[src/rtl/fifo_sync_param.sv]
// fifo_sync_param: parameterised synchronous FIFO with occupancy, full/empty flags and ack/error pulses
`timescale 1ns/1ps
module fifo_sync_param #(
  parameter int DATA_WIDTH = 32,
  parameter int ADDR_WIDTH = 3
) (
  input  logic                  clk,
  input  logic                  reset,
  input  logic                  wr_en,
  input  logic                  rd_en,
  input  logic [DATA_WIDTH-1:0] d_in,
  output logic [DATA_WIDTH-1:0] d_out,
  output logic                  full,
  output logic                  empty,
  output logic [ADDR_WIDTH:0]   data_count,
  output logic                  wr_ack,
  output logic                  wr_err,
  output logic                  rd_ack,
  output logic                  rd_err
);
  localparam int DEPTH = 2 ** ADDR_WIDTH;
  localparam logic [2:0] INIT = 3'd0, NO_OP = 3'd1, WRITE = 3'd2, WR_ERROR = 3'd3,
                         READ = 3'd4, RD_ERROR = 3'd5, RDWR = 3'd6, WR_RDERR = 3'd7;
  logic [DATA_WIDTH-1:0] mem [DEPTH];
  logic [ADDR_WIDTH-1:0] wr_ptr, rd_ptr;
  logic [2:0] state, state_nxt;
  logic do_wr, do_rd;
  assign full  = data_count == (ADDR_WIDTH+1)'(DEPTH);
  assign empty = data_count == '0;
  // A write into a full FIFO is allowed when a read frees the slot on the same edge
  assign do_wr = wr_en && (!full || rd_en);
  assign do_rd = rd_en && !empty;
  always_comb begin
    state_nxt = (do_wr && do_rd) ? RDWR :
                do_wr ? (rd_en ? WR_RDERR : WRITE) :
                do_rd ? READ :
                wr_en ? WR_ERROR :
                rd_en ? RD_ERROR : NO_OP;
  end
  always_ff @(posedge clk) begin
    if (do_wr) mem[wr_ptr] <= d_in;
  end
  always_ff @(posedge clk or posedge reset) begin
    if (reset) begin
      wr_ptr     <= '0;
      rd_ptr     <= '0;
      data_count <= '0;
      d_out      <= '0;
      state      <= INIT;
    end else begin
      state      <= state_nxt;
      data_count <= data_count + (ADDR_WIDTH+1)'(do_wr) - (ADDR_WIDTH+1)'(do_rd);
      if (do_wr) wr_ptr <= wr_ptr + 1'b1;
      if (do_rd) begin
        rd_ptr <= rd_ptr + 1'b1;
        d_out  <= mem[rd_ptr];
      end
    end
  end
  assign wr_ack = state == WRITE || state == RDWR || state == WR_RDERR;
  assign rd_ack = state == READ || state == RDWR;
  assign wr_err = state == WR_ERROR;
  assign rd_err = state == RD_ERROR || state == WR_RDERR;
endmodule

[config.mk]
export PLATFORM = sky130hd
export DESIGN_NAME = fifo_sync_param
export DESIGN_NICKNAME = d
export VERILOG_FILES = /design/src/rtl/fifo_sync_param.sv
export SDC_FILE = /design/constraint.sdc
export NUM_CORES = 1
export LEC_CHECK = 0
export ABC_CLOCK_PERIOD_IN_PS = 4240
export CORE_MARGIN = 2
export CORE_UTILIZATION = 53
export CTS_CLUSTER_DIAMETER = 100
export DETAILED_ROUTE_END_ITERATION = 6
export PLACE_DENSITY = 0.88
export SLEW_MARGIN = 20
export SYNTH_ARGS = -nofsm -noshare
export SYNTH_HDL_FRONTEND = slang
export SYNTH_SLANG_ARGS = --single-unit
[constraint.sdc]
create_clock -name clk -period 4.24 [get_ports clk]
set_input_delay 0.848 -clock clk [delete_from_list [all_inputs] [get_ports clk]]
set_output_delay 0.848 -clock clk [all_outputs]
set_load 0.05 [all_outputs]
; Word-level counts from Yosys, hierarchy flattened
; Memory sizes are Yosys's and may differ from the RTL's. A register that Yosys moved wholly into a read port is not among the register bits.
; Index checks and enable logic that the tools add are counted.
[totals]
regBits = 13
mem_bits_rw = 256
out_inout_bits = 42
wordCells = 35
memories = 1
[classes]
add_sub_neg = 4
eq_ne = 7
muxes = 8
reduce_logical = 11
[memory_table]
columns = name, depth, word_bits, rd, rd_clocked_by_memory_dff, wr, line_no
row1 = mem, 8, 32, 1, 1, 1, 24  ; logic [DATA_WIDTH-1:0] mem [DEPTH];
[op_table]
columns = cell, n
row1 = 2-to-1 mux 3 bit, 6
row2 = equality test 3 bit (second input constant), 4
row3 = adder 3 x 1 -> 3 bit (second input constant), 2
row4 = equality test 3 x 2 -> 1 bit (second input constant), 2
row5 = logical OR 1 bit, 5
row6 = adder 4 x 1 -> 4 bit, 1
row7 = equality test 4 bit (second input constant), 1
row8 = logical NOT 4 bit, 1
row9 = subtractor 4 x 1 -> 4 bit, 1
row10 = logical AND 1 bit, 3
row11 = logical NOT 1 bit, 2
row12 = 2-to-1 mux 1 bit, 2

; Logic depth before layout (Yosys ltp)
; Gate-level depths: netlist (run 1).
[logic_depth]
word_depth = 6
ltp_mapped = 13
ltp_nobuf = 11

; Worst setup path before layout (run 1)
; No wires, ideal clock.
[synth_timing]
path_kind = register to register
from = reg data_count[2]
to = mem mem[0][0] (enable)
setup_ns = 0.501
t_arrival_ns = 4.346
required_ns = 3.739
setup_slack_ns = -0.608
stages_incl_launch_ff = 6
n_path_buf = 0
synth_period_minus_slack_ns = 4.848
cell_sequence = dfrtp_1 > inv_1 > ha_1 > or4b_4 > nand2_4 > nor4_1
[synth_between]
elab_chain_cells = 6
[synth_lines]
columns = item, line_no
row1 = from (decl), 15  ; output logic [ADDR_WIDTH:0] data_count,
row2 = from (signal assigned), 52  ; data_count <= data_count + (ADDR_WIDTH+1)'(do_wr) - (ADDR_WIDTH+1)'(do_rd);
row3 = equality test 4 bit, 28  ; assign full = data_count == (ADDR_WIDTH+1)'(DEPTH);
row4 = logical NOT 1 bit, 31  ; assign do_wr = wr_en && (!full || rd_en);
row5 = logical OR 1 bit, 31
row6 = logical AND 1 bit, 31
row7 = 2-to-1 mux 1 bit, 41  ; if (do_wr) mem[wr_ptr] <= d_in;
row8 = 2-to-1 mux 1 bit (not written as such), 41
row9 = to (decl), 24
; Every way passes these cells.

; Final worst setup path (run 1)
[layout_timing]
from = reg data_count[2]
to = out empty
[layout_between]
elab_chain_cells = 1
[layout_lines]
columns = item, line_no
row1 = logical NOT 4 bit, 29  ; assign empty = data_count == '0;
row2 = to (decl), 14  ; output logic empty,
; Every way passes these cells.

==> metrics.md, run 1 <==
| Metric | Value |
|---|---|
| Fmax | 307 MHz |
| Hold Path Origin | d_out[30] |
| Post-cts sizing count | 0 |
| Wire per inst | 23.2 um |
| Sequential share of the synthesized area | approximately three quarters |
| Total grt overflow | 0 |
| Synthesized area | 11700 um^2 |
| Pin count of the biggest net entering global routing | 55 |
| Dpl ws | 0.966 ns |
| Vias in the first global route | roughly 6700 |
| Cells after Synth | about 660 |
| Post-DP HPWL | ~13000 um |
| Die height | around 150 um |
| Post-route ant nets | 0 |
| Mapped Nets | around 700 |
| Final Skew | 0.00964 ns |
| Period utilization | 76.9% |
| RD Place Congestion | 0.720 |
| Max-cap viol count | 0 |
| Tmin final | 3.26 ns |
| Most frequent cells in the layout | edfxtp_1 (256), clkdlybuf4s50_1 (77), mux2_2 (66) |
| Setup CP Type | flop to output port |
| Worst EP arrival | roughly 2.4 ns |
| Hold EP | d_out[30] |
| Pleak | between 4 and 5 nW |
| Most common cell after layout, fill and taps aside | edfxtp_1 |
| CTS tree | built |
| Final wirelength | 24400 um |
| First drt pass iteration count | 5 |
| CP required | 3.39 ns |
| CP endpoint kind | output port |
| Synth area leaders | edfxtp_1 (66%), dfrtp_1 (9.6%), mux2_2 (6.3%), mux2i_1 (5.5%), a22o_1 (2.4%) |
| Hold_buf cts | 0 |
| Tot GR Track Use | between 20% and 30% |
| Root Buffer | clkbuf_16 |
| First-pass GRT wire length | 37900 um |
| Final setup viols | 0 |
| Synth unique cells | 36 |
| Hold Path Class | flop to flop |
| Die X | 153 um |
| Fin Setup TNS | 0 ns |
| Core ar. | 21800 um^2 |
| Relative slew slack | 36.6% |
| Initial antenna violation count | 0 |
| Share of cells above drive strength 1 | 18.7% |
| Synth top area share | 65.6% |
| Cell area power density | about 730 nW/um^2 |
| RR Endpoint | data_count[2] |
| Startpoint Class | flop |
| Avg Cell Area, Syn | between 15 and 20 um^2 |
| VDD IR-drop max | 0.458 mV |
| Die area | 23300 um^2 |
| Worst-path maximum fanout | 3 |
| Layout area overhead | 18.1% |
| Sink Count | 301 |
| # IOs | 78 |
| Std cell rows | 54 |
| Nets | 791 |
| Count of input and output buffers | 77 |
| Starting Density | 53.9% |
| Routed vias/inst | roughly 6.0 |
| Slew Viols, Final | 0 |
| Antenna cells | 0 |
| DR iter-0 viols | between 400 and 500 |
| Yosys warns | 0 |
| Hold Violations, Final | 0 |
| Worst-margin pin slew | 0.951 ns |
| Reg2Reg Depth | 12 |
| Seq cells post-synth | 301 |
| Unrepaired setup endpoints after global routing | no |
| CTS buffer count | 30 |
| Clk_lat worst skew | 0.55 ns |
| Yosys top cell by area | edfxtp_1 |
| Setup slack, reg-to-reg | ~1.5 ns |
| Clock Path Buffers | 3 |
| # fillers | between 1000 and 1500 |
| Hold depth | 2 |
| Clock transition at the registers of the reported paths | around 0.060 ns |
| Postcts setup bufs | 0 |
| Status | complete, no violations |
| H-tree depth | 1 |
| Post-route setup slack | 0.980 ns |
| Post-route DRC | 0 |
| Via count | 6324 |
| Reg2reg start | data_count[2] |
## metrics by stage
step / power (mW) / instances / util, % / hold WS, ns / cell area (um^2)
finish: 10.2 / 1049 / 63.6 / 0.517 / 13800
detailed placement: 7.57 / 993 / 59.1 / 0.507 / 12900
floorplan: 6.52 / 656 / - / 0.507 / 11700
global route: 10.6 / 1049 / 63.6 / 0.555 / 13800
CTS: 10.2 / 1049 / 63.6 / 0.525 / 13800
global placement: 7.45 / 993 / 59.1 / 0.496 / 12900
## state kept, by name (all words and copies together) (netlist names)
name / cells
d_out: 32
data_count: 4
mem: 256
rd_ptr: 3
state: 3
wr_ptr: 3
## layout make-up
cell class              count  area (um^2)  share of cell area, %
flip-flops and latches    301         8820                   63.7
clock inverters            13          149                   1.08
multi-input cells         306         2720                   19.6
repair buffers             94          923                   6.67
well taps                 280          350                   2.53
clock buffers              43          831                   6.01
inverters                  12         46.3                  0.335
## critical path: stages, from the launching register on
cell             delay [ns]
dfrtp_1                0.37
inv_1                  0.10
ha_1                   0.16
nor3b_4                0.25
clkdlybuf4s50_1        0.98
## kinds of logic after synthesis
family / synth area share, %
mux: 11.8
flops: 75.2
xor+xnor: 0.448
compound gates: 7.75
buf+inv: 2.19
fa+ha+maj: 1.13
simple gates: 1.46
## cells in the mapped netlist, drive strengths merged
cell and number:
mux2i 64, nor2 5, or2 2, nor4 1, and2 1, nor3b 2, nand2b 4, buf 18
nor2b 1, nor3 4, o22ai 32, nand3 2, xor2 1, dfrtp 45, a21o 1, and3 1
o21ai 32, fa 1, nand2 3, mux2 66, o21a 1, or4b 1, a21oi 1, a22o 32
a21boi 1, edfxtp 256, inv 12, o31ai 32, nand3b 1, ha 9, xnor2 5, clkbuf 19
## routing by layer
| metal | wire length, um | vias up | global-route usage [%] |
|---|---|---|---|
| li1 | - | 2781 | - |
| met1 | 9750 | 3243 | 26.9 |
| met2 | 12400 | 252 | 35.9 |
| met3 | 1680 | 48 | 4.35 |
| met4 | 562 | 0 | 6.61 |
| met5 | 0 | - | 0 |
## power breakdown
group,internal (mW),total (mW),switching [mW],leakage [nW]
Sequential,3.82,4.21,0.394,2.86
Combinational,1.31,3.32,2.01,1.53
Clock,1.55,2.62,1.07,0.474
## how the worst max path moves through the flow
| stage | slack, ns | startpoint | to |
|---|---|---|---|
| after floorplan | 0.23 | data_count[2] | mem[1][0] |
| after global placement | 1.04 | rd_en | data_count[1] |
| after detailed placement | 0.97 | rd_en | data_count[2] |
| after CTS | 0.94 | data_count[2] | empty |
| after global routing | 0.84 | data_count[2] | empty |
| final | 0.98 | data_count[2] | empty |
Note: power is estimated with default switching activity, not from simulation.
==> inputs of run 2 (changes only) <==
- ABC_CLOCK_PERIOD_IN_PS: 4240 -> 3300
- CORE_UTILIZATION: 53 -> 59
- PLACE_DENSITY: 0.88 -> 0.92
- clock period: 4.24 -> 3.3 ns (I/O delays scaled with it)
==> metrics.md, run 2 (synthesis gave the netlist of run 1 again) <==
| Metric | Value |
|---|---|
| CP endpoint kind | output port |
| Slew Viols, Final | 0 |
| Vias in the first global route | between 6000 and 7000 |
| Unrepaired setup endpoints after global routing | no |
| Die X | about 140 um |
| Total grt overflow | 0 |
| Clk_lat worst skew | between 0.5 and 0.6 ns |
| Worst-path maximum fanout | 3 |
| Pin count of the biggest net entering global routing | 57 |
| Most common cell after layout, fill and taps aside | edfxtp_1 |
| Hold Violations, Final | 0 |
| First-pass GRT wire length | 39100 um |
| Antenna cells | 0 |
| # IOs | 78 |
| Post-route DRC | 0 |
| Largest Register | mem |
| Core ar. | about 19000 um^2 |
| Max reg flops | 256 |
| Routed vias/inst | 6.31 |
| Tot GR Track Use | between 20 and 25% |
| Die height | 145 um |
| First drt pass iteration count | 5 |
| Dpl ws | about 0.22 ns |
| Fin area | 13700 um^2 |
| Post-DP HPWL | 13400 um |
| Count of input and output buffers | 77 |
| Layout area overhead | 17.0% |
| Period utilization | around 86% |
| Die area | 21000 um^2 |
| Max-cap viol count | 0 |
| Share of cells above drive strength 1 | a little under a fifth |
| Clock transition at the registers of the reported paths | ~0.06 ns |
| Status | complete, no violations |
| Wire per inst | 24.9 um |
| Worst EP arrival | about 2.2 ns |
| Std cell rows | 51 |
| Post-cts sizing count | 0 |
| Clock Path Buffers | 3 |
| Fmax | 351 MHz |
| H-tree depth | 1 |
| Worst-margin pin slew | 0.991 ns |
| Biggest regs | mem x256, d_out x32, data_count x4 |
| Hold slack | 0.510 ns |
| Pleak | 4.81 nW |
| Most frequent cells in the layout | edfxtp_1 (256), clkdlybuf4s50_1 (76), mux2_2 (66) |
| Starting Density | 60.2% |
| Nets | 791 |
| Sink Count | 301 |
| DR iter-0 viols | between 800 and 900 |
| Final Skew | between 0.01 and 0.015 ns |
| Via count | 6503 |
| Tmin final | between 2 and 3 ns |
| RD Place Congestion | 0.767 |
| VDD IR-drop max | approximately 0.48 mV |
| CTS tree | built |
| Post-route ant nets | 0 |
| Post-route setup slack | 0.454 ns |
| Initial antenna violation count | 1 |
| Setup CP Type | flop to output port |
| Hold_buf cts | 0 |
| Cell area power density | 925 nW/um^2 |
| Relative slew slack | between 30% and 40% |
| Root Buffer | clkbuf_16 |
| Postcts setup bufs | 0 |
| Final setup viols | 0 |
| Hold Path Class | flop to flop |
| Final wirelength | 25700 um |
| CTS buffer count | 27 |
| Startpoint Class | flop |
| DP Area | 12900 um^2 |
| CP required | 2.64 ns |
[run 2: cell types whose count changed in the layout (fill, tap and decap cells not counted), moves of 2 or more]
cell	before	now
buf_12	2	4
clkbuf_8	1	4
bufinv_16	3	0
clkinv_2	6	3
clkinv_1	2	8
clkbuf_16	31	27
clkbuf_1	11	5
[run 2: layer usage]
layer  wire [um]  global-route usage, %  vias up  part of all wire [%]
li1            -                      -     2777                     -
met1        9830                   31.6     3311                    38
met2       12900                   40.4      356                    50
met3        2190                   4.59       59                   8.5
met4         696                   9.55        0                   2.7
met5           0                      0        -                     0
[run 2: worst paths after layout]
kind	cells past startpoint	slack, ns	to	startpoint
worst max-delay path	4	0.45	full	data_count[2]
worst min-delay path	2	0.51	d_out[5]	d_out[5]
worst max register to register	10	0.75	data_count[2]	data_count[2]
worst min register to register	2	0.51	d_out[5]	d_out[5]
max in group asynchronous	3	2.10	d_out[1]	reset
min in group asynchronous	2	0.60	d_out[4]	reset
[run 2: power by group]
part	switching, mW	internal [mW]
clock network	1.30	1.59
registers	0.464	4.91
logic	2.73	1.71
[run 2: critical path: stages (launching register included)]
cell             delay (ns)
dfrtp_1                0.38
inv_1                  0.10
ha_1                   0.17
nor3b_1                0.18
clkdlybuf4s50_1        0.83
[run 2: layout make-up]
class,count,area (um^2)
flip-flops and latches,301,8820
fillers,1104,5750
multi-input cells,306,2720
repair buffers,97,988
clock buffers,36,749
well taps,265,332
clock inverters,13,60.1
inverters,12,45.0
[run 2: stage by stage]
stage          utilization (%)  total power [mW]  instances  TNS [ns]
4_1_cts                   70.2              12.6       1028         0
3_3_place_gp              66.1              9.50        979         0
3_5_place_dp              66.1              9.73        979         0
6_report                  70.5              12.7       1030         0
2_1_floorplan                -              8.38        656    -72.19
5_1_grt                   70.5              13.1       1030         0
==> inputs of run 3 (changes only) <==
- CAP_MARGIN: unset -> 20
- CORE_MARGIN: 2 -> 3
==> metrics.md, run 3 (synthesis gave the netlist of run 1 again) <==
| Metric | Value |
|---|---|
| Status | complete, no violations |
| Relative slew slack | between 50% and 60% |
| Post-DP HPWL | 14200 um |
| VDD IR-drop max | 0.746 mV |
| Share of cells above drive strength 1 | slightly above 20% |
| Nets | 799 |
| Hold_buf cts | 0 |
| Pleak | 4.97 nW |
| Root Buffer | clkbuf_16 |
| Fmax | 349 MHz |
| DR iter-0 viols | approximately 470 |
| Post-cts sizing count | 0 |
| Sw Pwr | 4.56 mW |
| Crit path max-delay cell type | clkdlybuf4s50_1 |
| Final wirelength | roughly 26000 um |
| Most common cell after layout, fill and taps aside | edfxtp_1 |
| Gate power share | 33.1% |
| Die X | 147 um |
| H-tree depth | 1 |
| Sink Count | 301 |
| Starting Density | 61.4% |
| Postcts setup bufs | 0 |
| Dpl ws | about 0.24 ns |
| Vias in the first global route | roughly 7000 |
| Std cell rows | 50 |
| Via count | 6481 |
| DP Area | 12900 um^2 |
| Total grt overflow | 0 |
| Die area | 21600 um^2 |
| First-pass GRT wire length | 39700 um |
| CP Cell Sequence | inv_1 -> ha_1 -> nor3b_1 -> clkdlybuf4s50_1 |
| Unrepaired setup endpoints after global routing | no |
| Final Skew | 0.0216 ns |
| Largest Register | mem |
| Count of input and output buffers | 77 |
| RD Place Congestion | 0.778 |
| Hold Violations, Final | 0 |
| # fillers | 1043 |
| Seq pwr share | around two fifths |
| Wire per inst | 25.1 um |
| Die height | 147 um |
| CTS tree | built |
| CTS buffer count | 30 |
| Biggest regs | mem x256, d_out x32, data_count x4 |
| Layout area overhead | 19.5% |
| Most frequent cells in the layout | edfxtp_1 (256), clkdlybuf4s50_1 (76), mux2_2 (66) |
| CP peak stage delay | between 0.8 and 0.9 ns |
| Clock Power Share | a little over a quarter |
| Internal power | 8.82 mW |
| Slew Viols, Final | 0 |
| Worst EP arrival | 2.21 ns |
| Worst-path maximum fanout | 3 |
| Post-route setup slack | roughly 0.43 ns |
| Startpoint Class | flop |
| Initial antenna violation count | 0 |
| Routed vias/inst | 6.26 |
| Post-route ant nets | 0 |
| Fin area | around 14000 um^2 |
| Clock Path Buffers | 3 |
| Tmin final | 2.87 ns |
| Worst-margin pin slew | 0.710 ns |
| Cell area power density | 956 nW/um^2 |
| Hold slack | between 0.4 and 0.5 ns |
| Period utilization | 86.9% |
| Switching Share | 34.1% |
| CP required | between 2 and 3 ns |
| Hold Path Class | input pin to async pin |
| Util after Layout | about three quarters |
| Tot GR Track Use | 23.9% |
| Max reg flops | 256 |
| Setup CP Type | flop to output port |
| Antenna cells | 0 |
| # IOs | 78 |
| First drt pass iteration count | 5 |
| Core ar. | 19100 um^2 |
| Clock transition at the registers of the reported paths | around 0.060 ns |
| Final setup viols | 0 |
| Max-cap viol count | 0 |
| Pin count of the biggest net entering global routing | 50 |
| Clk_lat worst skew | 0.55 ns |
| CP endpoint kind | output port |
| Post-route DRC | 0 |
## run 3: cell types whose count changed in the layout (fill, tap and decap cells not counted)
cell,before,now
clkinv_4,0,2
clkbuf_8,4,3
buf_12,4,7
bufinv_16,0,5
buf_16,1,0
clkinv_1,8,0
clkbuf_16,27,31
buf_4,16,18
buf_6,0,1
clkinvlp_4,2,0
clkbuf_1,5,8
clkinv_2,3,6
## run 3: cell type report
class                           count  area (um^2)  share of cell area (%)
Clock buffer                       42          847                    6.05
Clock inverter                     13          198                    1.41
Inverter                           12         45.0                   0.322
Multi-Input combinational cell    306         2720                    19.5
Sequential cell                   301         8820                    63.0
Tap cell                          260          325                    2.32
Timing Repair Buffer              102         1050                    7.48
## run 3: power by group through the flow
| stage | clock network [mW] | registers [mW] | logic (mW) |
|---|---|---|---|
| after floorplan | 0 | 6.02 | 2.36 |
| after global placement | 0 | 5.39 | 4.17 |
| after detailed placement | 0 | 5.46 | 4.33 |
| after CTS | 3.58 | 5.40 | 4.39 |
| after global routing | 3.74 | 5.46 | 4.68 |
| final | 3.55 | 5.40 | 4.43 |
## run 3: path summary, 6_finish.rpt
kind                          startpoint       endpoint  slack [ns]  depth (start not counted)
min reg2reg                     d_out[8]       d_out[8]        0.52                          2
max in group asynchronous          reset      d_out[24]        2.26                          3
min in group clk                d_out[8]       d_out[8]        0.52                          2
max reg2reg                data_count[2]  data_count[1]        0.72                         10
max                        data_count[2]           full        0.43                          4
min                                reset      d_out[30]        0.47                          2
## run 3: metal layers
layer / GRT usage (%) / wire (um) / vias up
li1: - / - / 2805
met1: 30.5 / 9910 / 3293
met2: 40.7 / 13200 / 313
met3: 5.27 / 2120 / 70
met4: 9.18 / 808 / 0
met5: 0 / 0 / -
## run 3: per-stage QoR
| step | total power [mW] | TNS, ns | instances |
|---|---|---|---|
| global placement | 9.56 | 0 | 977 |
| CTS | 13.4 | 0 | 1032 |
| detailed placement | 9.78 | 0 | 977 |
| floorplan | 8.38 | -72.19 | 656 |
| global route | 13.9 | 0 | 1036 |
| finish | 13.4 | 0 | 1036 |
## run 3: critical path, delay by kind of cell, from the launching register on
| family | cells | cell delay, ns |
|---|---|---|
| DFF | 1 | 0.38 |
| and+or+nand+nor | 1 | 0.17 |
| buffers and inverters | 2 | 0.94 |
| adders and majority gates | 1 | 0.17 |
==> patch, RTL diff (settings of run 2) <==
`DATA_WIDTH`: 32 -> 16.
--- a/src/rtl/fifo_sync_param.sv
+++ b/src/rtl/fifo_sync_param.sv
@@ -1,7 +1,7 @@
 // fifo_sync_param: parameterised synchronous FIFO with occupancy, full/empty flags and ack/error pulses
 `timescale 1ns/1ps
 module fifo_sync_param #(
-  parameter int DATA_WIDTH = 32,
+  parameter int DATA_WIDTH = 16,
   parameter int ADDR_WIDTH = 3
 ) (
   input  logic                  clk,
Interface: changed (resized d_in and d_out); port bits go from 78 to 46. No check against the original RTL was run, so the function may have changed too.
==> patch against run 2 <==
Via count down 45%. Routed wire length shrank 46%. Cell count down 44%. Largest cell class unchanged. Synthesized area is 46% lower. Critical path depth unchanged. Final area shrank 44%. Register-to-register slack better by 0.03 ns. Power down 41%. Combinational power down 41%. Synthesized cell count down 45%. Setup slack lost 0.10 ns. Sequential cell count shrank 144. First-iteration DRC count is 54% lower.
==> patch: results (changes against run 2) <==
| Metric | Value |
|---|---|
| Sequential power | `0.00283 W (-47%)` |
| Post-synthesis sequential area ratio | `0.721 (-0.0313)` |
| Worst Setup EP | `empty` |
| Synth Area in Adders | `0.0209 (+0.00960)` |
| DP Cell Count | `544 (-44%)` |
| Share of post-route cells with drive strength above 1 | `0.232 (+0.0488)` |
| Max Buffers Root-to-Sink | `2 (-1)` |
| Met3 Usage GRT | `0.0702 (+0.0243)` |
| Met1 Track Usage GR | `0.323 (+0.00626)` |
| Biggest regs | `mem: 128 flops, d_out: 16 flops, data_count: 4 flops` |
| Leak | `2.78 nW (-42%)` |
| Wirelength per Cell | `24.3 um (-2.6%)` |
| Sw Share | `0.350 (-0.00373)` |
| Gr usage total | `0.261 (+0.0195)` |
| Number of flops mapped to enable cells by yosys | `128 (-50%)` |
| Hold EP | `d_out[1]` |
| Pin count of the biggest net entering global routing | `34 (-40%)` |
| Drt total wl | `14.0 mm (-46%)` |
| Syn_nets | `394 (-44%)` |
| Worst-case reg-to-reg path depth | `12 (+2)` |
| Initial antenna violation count | `0 (-1)` |
| H-tree depth | `4 (+3)` |
| Metal3 WL | `1.04 mm (-53%)` |
| Nets | `457 (-42%)` |
| R2R setup slack | `0.78 ns (+0.03 ns)` |
| Status | `finished, final reports clean` |
| Async SR Flop Fraction | `0.185 (+0.0352)` |
| HPWL after DPL | `7.41 mm (-45%)` |
| Post-synthesis mux area share | `0.112 (-0.00658)` |
| Met2 Use GR | `0.428 (+0.0236)` |
| Total CTS buffers | `17 (-37%)` |
| Transition time of the tightest slew-check pin | `1.08 ns (+0.0932 ns)` |
## patch: layout make-up
class | count | area [sq um]
Sequential cell | 157 | 4570
Fill cell | 586 | 2730
Multi-Input combinational cell | 178 | 1640
Timing Repair Buffer | 61 | 583
Clock buffer | 18 | 418
Clock inverter | 14 | 214
Tap cell | 136 | 170
Inverter | 12 | 45.0
## patch: stage by stage
stage | utilization | setup slack [ns] | cell area [sq um] | power [W] | hold WS, ns
6_report | 0.736 | 0.350 | 7640 | 0.00754 | 0.538
5_1_grt | 0.736 | 0.227 | 7640 | 0.00782 | 0.563
4_1_cts | 0.736 | 0.296 | 7640 | 0.00754 | 0.534
3_5_place_dp | 0.675 | 0.343 | 7000 | 0.00542 | 0.527
3_3_place_gp | 0.675 | 0.392 | 7000 | 0.00528 | 0.512
2_1_floorplan | - | 0.0116 | 6340 | 0.00464 | 0.507
## patch: critical path: stages (launching register included)
cell	delay [ns]
dfrtp_1	0.38
inv_1	0.10
ha_1	0.16
nor3b_4	0.27
clkdlybuf4s50_1	0.86
